`config.mk`:
```
export PLATFORM = sky130hd
export DESIGN_NAME = sdf_r2_stage
export DESIGN_NICKNAME = d
export VERILOG_FILES = /design/src/rtl/sdf_r2_stage.sv
export SDC_FILE = /design/constraint.sdc
export NUM_CORES = 1
export LEC_CHECK = 0
export BUFFER_PORTS_ARGS = -buffer_cell sky130_fd_sc_hd__buf_2
export CORE_ASPECT_RATIO = 0.5
export CORE_MARGIN = 5
export CORE_UTILIZATION = 61
export DETAILED_ROUTE_END_ITERATION = 7
export GPL_ROUTABILITY_DRIVEN = 0
export PLACE_DENSITY = 0.87
export SYNTH_ARGS = -nofsm -noshare
export SYNTH_HDL_FRONTEND = slang
export SYNTH_SLANG_ARGS = --single-unit
```
`constraint.sdc`:
```
create_clock -name clk -period 7.3 [get_ports clk]
set_clock_uncertainty 0.15 [all_clocks]
set_input_delay 1.095 -clock clk [delete_from_list [all_inputs] [get_ports clk]]
set_output_delay 1.095 -clock clk [all_outputs]
set_load 0.03 [all_outputs]
```
`src/rtl/sdf_r2_stage.sv`:
```
// Radix-2 single-path delay-feedback butterfly stage with self-generated control.
// Optional output halving with round-half-up when SDF_R2_SCALE_EN is defined.
module sdf_r2_stage #(
    parameter int BF_I = 12,
    parameter int BF_O = BF_I + 1,
    parameter int DLY  = 8
) (
    input  logic                   clk,
    input  logic                   rst_n,
    input  logic                   in_valid,
    input  logic                   in_sof,
    input  logic signed [BF_I-1:0] in_re,
    input  logic signed [BF_I-1:0] in_im,
    output logic                   out_valid,
    output logic                   out_sof,
    output logic signed [BF_O-1:0] out_re,
    output logic signed [BF_O-1:0] out_im
);
    localparam int CW = $clog2(2 * DLY);
    localparam int DW = BF_I + 1;
    localparam logic [CW-1:0] DLY_C  = CW'(DLY);
    localparam logic [CW-1:0] LAST_C = CW'(2 * DLY - 1);

    typedef logic signed [DW-1:0] dw_t;
    typedef logic signed [DW:0]   xw_t;

    function automatic dw_t sext(input logic signed [BF_I-1:0] x);
        return {x[BF_I-1], x};
    endfunction

    function automatic xw_t round_half(input dw_t v);
        xw_t w;
        w = {v[DW-1], v};
        w = w + xw_t'(1);
        return w >>> 1;
    endfunction

    function automatic logic signed [BF_O-1:0] out_map(input dw_t v);
`ifdef SDF_R2_SCALE_EN
        return BF_O'(round_half(v));
`else
        return BF_O'({v[DW-1], v});
`endif
    endfunction

    logic                   vld_q, sof_q;
    logic signed [BF_I-1:0] re_q, im_q;
    logic [CW-1:0]          cnt_q, cnt_d, cnt_eff;
    logic                   pend_q, pend_d, pend_eff;
    dw_t                    dl_re_q [DLY];
    dw_t                    dl_im_q [DLY];
    dw_t                    head_re, head_im, b_re, b_im, wr_re, wr_im;
    logic                   phase_b;
    logic                   ovld_q, ovld_d, osof_q, osof_d;
    logic signed [BF_O-1:0] ore_q, ore_d, oim_q, oim_d;

    // Input register stage
    always_ff @(posedge clk or negedge rst_n) begin
        if (!rst_n) begin
            vld_q <= 1'b0;
            sof_q <= 1'b0;
            re_q  <= '0;
            im_q  <= '0;
        end else begin
            vld_q <= in_valid;
            sof_q <= in_sof;
            re_q  <= in_re;
            im_q  <= in_im;
        end
    end

    // Butterfly control and arithmetic on the registered sample
    always_comb begin
        cnt_eff  = sof_q ? '0 : cnt_q;
        pend_eff = pend_q & ~(sof_q & (cnt_q != '0));
        head_re  = dl_re_q[0];
        head_im  = dl_im_q[0];
        b_re     = sext(re_q);
        b_im     = sext(im_q);
        phase_b  = (cnt_eff >= DLY_C);
        cnt_d    = cnt_q;
        pend_d   = pend_q;
        wr_re    = b_re;
        wr_im    = b_im;
        ovld_d   = 1'b0;
        osof_d   = 1'b0;
        ore_d    = ore_q;
        oim_d    = oim_q;
        if (vld_q) begin
            cnt_d  = cnt_eff + CW'(1);
            pend_d = pend_eff | (cnt_eff == LAST_C);
            if (phase_b) begin
                wr_re  = head_re - b_re;
                wr_im  = head_im - b_im;
                ovld_d = 1'b1;
                osof_d = (cnt_eff == DLY_C);
                ore_d  = out_map(head_re + b_re);
                oim_d  = out_map(head_im + b_im);
            end else begin
                ovld_d = pend_eff;
                ore_d  = out_map(head_re);
                oim_d  = out_map(head_im);
            end
        end
    end

    // Control state and output register stage
    always_ff @(posedge clk or negedge rst_n) begin
        if (!rst_n) begin
            cnt_q  <= '0;
            pend_q <= 1'b0;
            ovld_q <= 1'b0;
            osof_q <= 1'b0;
            ore_q  <= '0;
            oim_q  <= '0;
        end else begin
            cnt_q  <= cnt_d;
            pend_q <= pend_d;
            ovld_q <= ovld_d;
            osof_q <= osof_d;
            ore_q  <= ore_d;
            oim_q  <= oim_d;
        end
    end

    // Delay line is left unreset: pend masks whatever it holds after reset
    always_ff @(posedge clk) begin
        if (vld_q) begin
            for (int i = 0; i < DLY - 1; i++) begin
                dl_re_q[i] <= dl_re_q[i+1];
                dl_im_q[i] <= dl_im_q[i+1];
            end
            dl_re_q[DLY-1] <= wr_re;
            dl_im_q[DLY-1] <= wr_im;
        end
    end

    assign out_valid = ovld_q;
    assign out_sof   = osof_q;
    assign out_re    = ore_q;
    assign out_im    = oim_q;

endmodule

```
==> Implementation_results.wiki <==
{| class="wikitable"
! Metric !! Value
|-
| Run status || complete, no violations
|-
| Worst hold endpoint || dl_re_q[0][24]
|-
| Depth of the worst hold-timing path || 0
|-
| Worst Tran Pin Value || about 1.1 ns
|-
| Post-route DRC violation count || 0
|-
| Most frequent cells after synthesis || 208 x edfxtp_1, 60 x inv_1, 59 x dfrtp_1
|-
| Power density normalized to cell area || around 290 mW/mm²
|-
| Seq/Total Area, Yosys || between 60% and 70%
|-
| Proportion of register bits with asynchronous set or reset after synthesis || between 20 and 25%
|-
| Post-synthesis mux area share || roughly 1.6%
|-
| Syn_area_per_cell || 14.2 µm²
|-
| Length of the first detailed-routing pass in iterations || 5
|-
| Register-to-register setup slack || approximately 4.3 ns
|-
| Data arrival time of the critical path || 3.23 ns
|-
| Unrepaired setup endpoints after global routing || false
|-
| Placement Rows || 34
|-
| Total net switching power || between 0.0009 and 0.001 W
|-
| Post-Synth Adder-Cell Area || under 10%
|-
| Fill cells || between 1000 and 1500
|-
| Reg power frac || a little over half
|-
| Setup total negative slack || 0 ns
|-
| CTS Root Cell || clkbuf_16
|-
| Largest voltage drop on the vdd net || 0.207 mV
|-
| Worst-skew pair later-pin latency || about 0.5 ns
|-
| Cell count after synthesis || 780
|-
| Yosys synthesis warning count || 0
|-
| Maximum clock path buffer count || 3
|-
| Fmax achieved || 329 MHz
|-
| Cell taking the most area after synthesis || edfxtp_1
|-
| Pins Over Slew Limit || 0
|-
| Worst min-delay path startpoint || dl_re_q[0][37]
|-
| Compound-cell area share of the yosys netlist || under 10%
|-
| Fraction of power spent switching nets || 25.6%
|-
| Launching point of the worst reg2reg path || sof_q
|-
| Total global routing overflow || 0
|-
| Count of endpoints failing setup in the final report || 0
|-
| Busiest layer in global routing || met2
|-
| Inserted Clock Buffers || 23
|-
| Antenna diode count || 0
|-
| Starting density of the core || a little over three fifths
|-
| Vias per std cell || around 5.8
|-
| Post-layout min period || 3.04 ns
|-
| Clock power share || a little over a third
|-
| Area growth syn-to-layout || 11.5%
|-
| Met1 track utilization from global routing || approximately 28%
|-
| Number of I/O pins || 56
|-
| Number of routed nets with antenna violations || 0
|-
| Detail-routed net length per standard cell || roughly 19 µm
|-
| Area of the mapped netlist || between 0.01 and 0.015 mm²
|-
| Count of nets after finishing || slightly above 900
|-
| First-pass GRT wire length || ~33000 µm
|-
| Worst hold path class || flop to flop
|-
| Synth cell types || between 50 and 60
|-
| Critical path class || flop to flop
|-
| # clock sinks || between 200 and 300
|-
| Number of storage elements in the synthesis netlist || 267
|-
| Ratio of cells with drive above 1 in the final layout || 14.8%
|-
| Pin count of the biggest net entering global routing || ~200
|-
| Most frequently used cell type in the post-synthesis netlist || edfxtp_1
|-
| Die extent in y || roughly 110 µm
|-
| Min Hold Slack || approximately 0.27 ns
|-
| Post-CTS clock slew at the launch and capture registers of the worst setup and hold paths || about 0.07 ns
|-
| Post-CTS sizing || 0
|-
| Pint || around 0.0026 W
|-
| Wire length after detailed routing || 20700 µm
|-
| Violation count after the first detailed-route iteration || 566
|-
| Total nets after synthesis || between 800 and 900
|-
| Number of antenna violations at the first check in global routing || 0
|-
| Req. time, crit path || ~7.5 ns
|-
| Post-synth EDFFs || 208
|-
| Routed vias || ~6300
|-
| Combinational family with the most area after synthesis || compound AO/OA/AOI/OAI gates
|-
| Number of global-route vias before repair || ~6200
|-
| Fraction of synthesized cell area in xor and xnor cells || 2.61%
|-
| Part of the power in combinational logic || 12.6%
|-
| Core Region || between 0.015 and 0.02 mm²
|-
| Number of cells on the worst reg-to-reg path || 7
|-
| Leakage power || a little under 5 nW
|-
| CTS hold repair buffers || 0
|-
| GRT met3 Usage || under 10%
|-
| Area contributors post-synth || edfxtp_1 56%, dfrtp_1 13%, ha_1 5.6%
|-
| Clock tree from TritonCTS || yes
|-
| Total count of hold-check failures in the final report || 0
|-
| Reported max-cap violation count || 0
|-
| Largest fanout of any net on the critical path || 47
|-
| Post-CTS setup buffer count || 0
|-
| Final period util || 41.6%
|-
| Startpoint class of the critical path || flop
|-
| Most used DFF post-synth || edfxtp_1
|-
| Horiz. Die Dim || 201 µm
|-
| Met2 global-route usage || just under 30%
|-
| HPWL after detailed placement || between 10000 and 15000 µm
|-
| Fraction of post-synthesis cell area in the top cell type by area || roughly 56%
|-
| Overall track demand over capacity in global routing || 19.4%
|-
| Area fraction in and, or, nand and nor cells after synthesis || 6.88%
|-
| Max-slew headroom at the worst pin || approximately a quarter
|-
| Type of destination of the critical path || flop
|-
| Count of port buffers added during placement || 55
|-
| Count of H-tree levels built during CTS || 1
|-
| Die area || roughly 0.021 mm²
|-
| End of the worst register-to-register path || out_im[12]
|}
==> worst max path at each step <==
stage | from | cells after the start | to
after global routing | sof_q | 7 | out_im[12]
after detailed placement | sof_q | 7 | out_im[12]
after CTS | sof_q | 7 | out_im[12]
after floorplan | vld_q | 4 | out_im[11]
after global placement | sof_q | 7 | out_im[12]
final | sof_q | 7 | out_im[12]
==> flip-flops by register name, indices dropped and copies added (netlist names), 4 cells and up <==
register	flops
dl_re_q	104
dl_im_q	104
cnt_q	4
re_q	12
out_re	13
im_q	12
out_im	13
==> power by group through the flow <==
stage / combinational, W / clock [W] / sequential [W]
global route: 0.000489 / 0.00135 / 0.00187
CTS: 0.000446 / 0.00127 / 0.00186
global placement: 0.000423 / 0 / 0.00188
floorplan: 0.000250 / 0 / 0.00194
finish: 0.000448 / 0.00125 / 0.00186
detailed placement: 0.000437 / 0 / 0.00189
==> through the flow <==
step           worst slack, ns  instances  util, %  area [µm²]  total power, W
6_report                  4.26       1086     70.2       12400         0.00356
5_1_grt                   4.11       1086     70.2       12400         0.00371
4_1_cts                   4.30       1086     70.2       12400         0.00358
3_5_place_dp              4.35       1045     65.7       11600         0.00232
3_3_place_gp              4.46       1045     65.7       11600         0.00230
2_1_floorplan             1.36        780        -       11100         0.00219
==> cells by family (layout without fill, tap and decap cells) <==
family / after synthesis / in the layout
flip-flops: 267 / 267
AO/OA/AOI/OAI: 162 / 162
buffers and inverters: 89 / 161
XOR/XNOR: 33 / 33
adder cells (fa/ha/maj): 54 / 54
multiplexers: 16 / 16
AND/OR/NAND/NOR: 159 / 159
==> critical path, cell delays in order (launching register included) <==
cell,delay [ns]
dfrtp_1,0.46
nand2b_2,0.66
buf_4,0.50
or3_1,0.34
or4_1,0.44
nand3_2,0.09
xnor2_1,0.11
a21oi_1,0.09
==> layout make-up <==
cell class | instances | area (µm²) | area share, %
sequential | 267 | 7730 | 62.5
multi-input combinational | 424 | 3020 | 24.4
tap | 234 | 293 | 2.37
inverter | 62 | 233 | 1.88
clock buffer | 28 | 646 | 5.22
timing repair buffer | 58 | 310 | 2.51
clock inverter | 13 | 136 | 1.10
==> placed cells by master (no fill, tap or decap), types with 4 or more instances in the layout <==
cell / netlist / final
buf_2: 0 / 55
nor2_1: 41 / 41
o21ai_0: 58 / 58
nor3_1: 10 / 10
nand2_1: 52 / 52
clkbuf_16: 0 / 24
nor2b_1: 11 / 11
ha_1: 50 / 50
edfxtp_1: 208 / 208
fa_1: 4 / 4
o21bai_1: 5 / 5
xor2_1: 4 / 4
xnor2_1: 29 / 29
inv_1: 60 / 60
or4_1: 4 / 4
and3_1: 5 / 5
mux2_2: 14 / 14
o221ai_1: 6 / 6
o31ai_1: 12 / 12
or3_1: 6 / 6
o21a_1: 7 / 7
nand2b_1: 11 / 10
dfrtp_1: 59 / 58
a21oi_1: 42 / 42
nand3_1: 11 / 11
==> layer usage <==
layer | vias up | part of all wire [%]
met3 | 46 | 5.6
met5 | - | 0
li1 | 2927 | -
met2 | 208 | 45
met4 | 0 | 2.9
met1 | 3102 | 46
No activity file was read; power rests on OpenSTA's default activity.
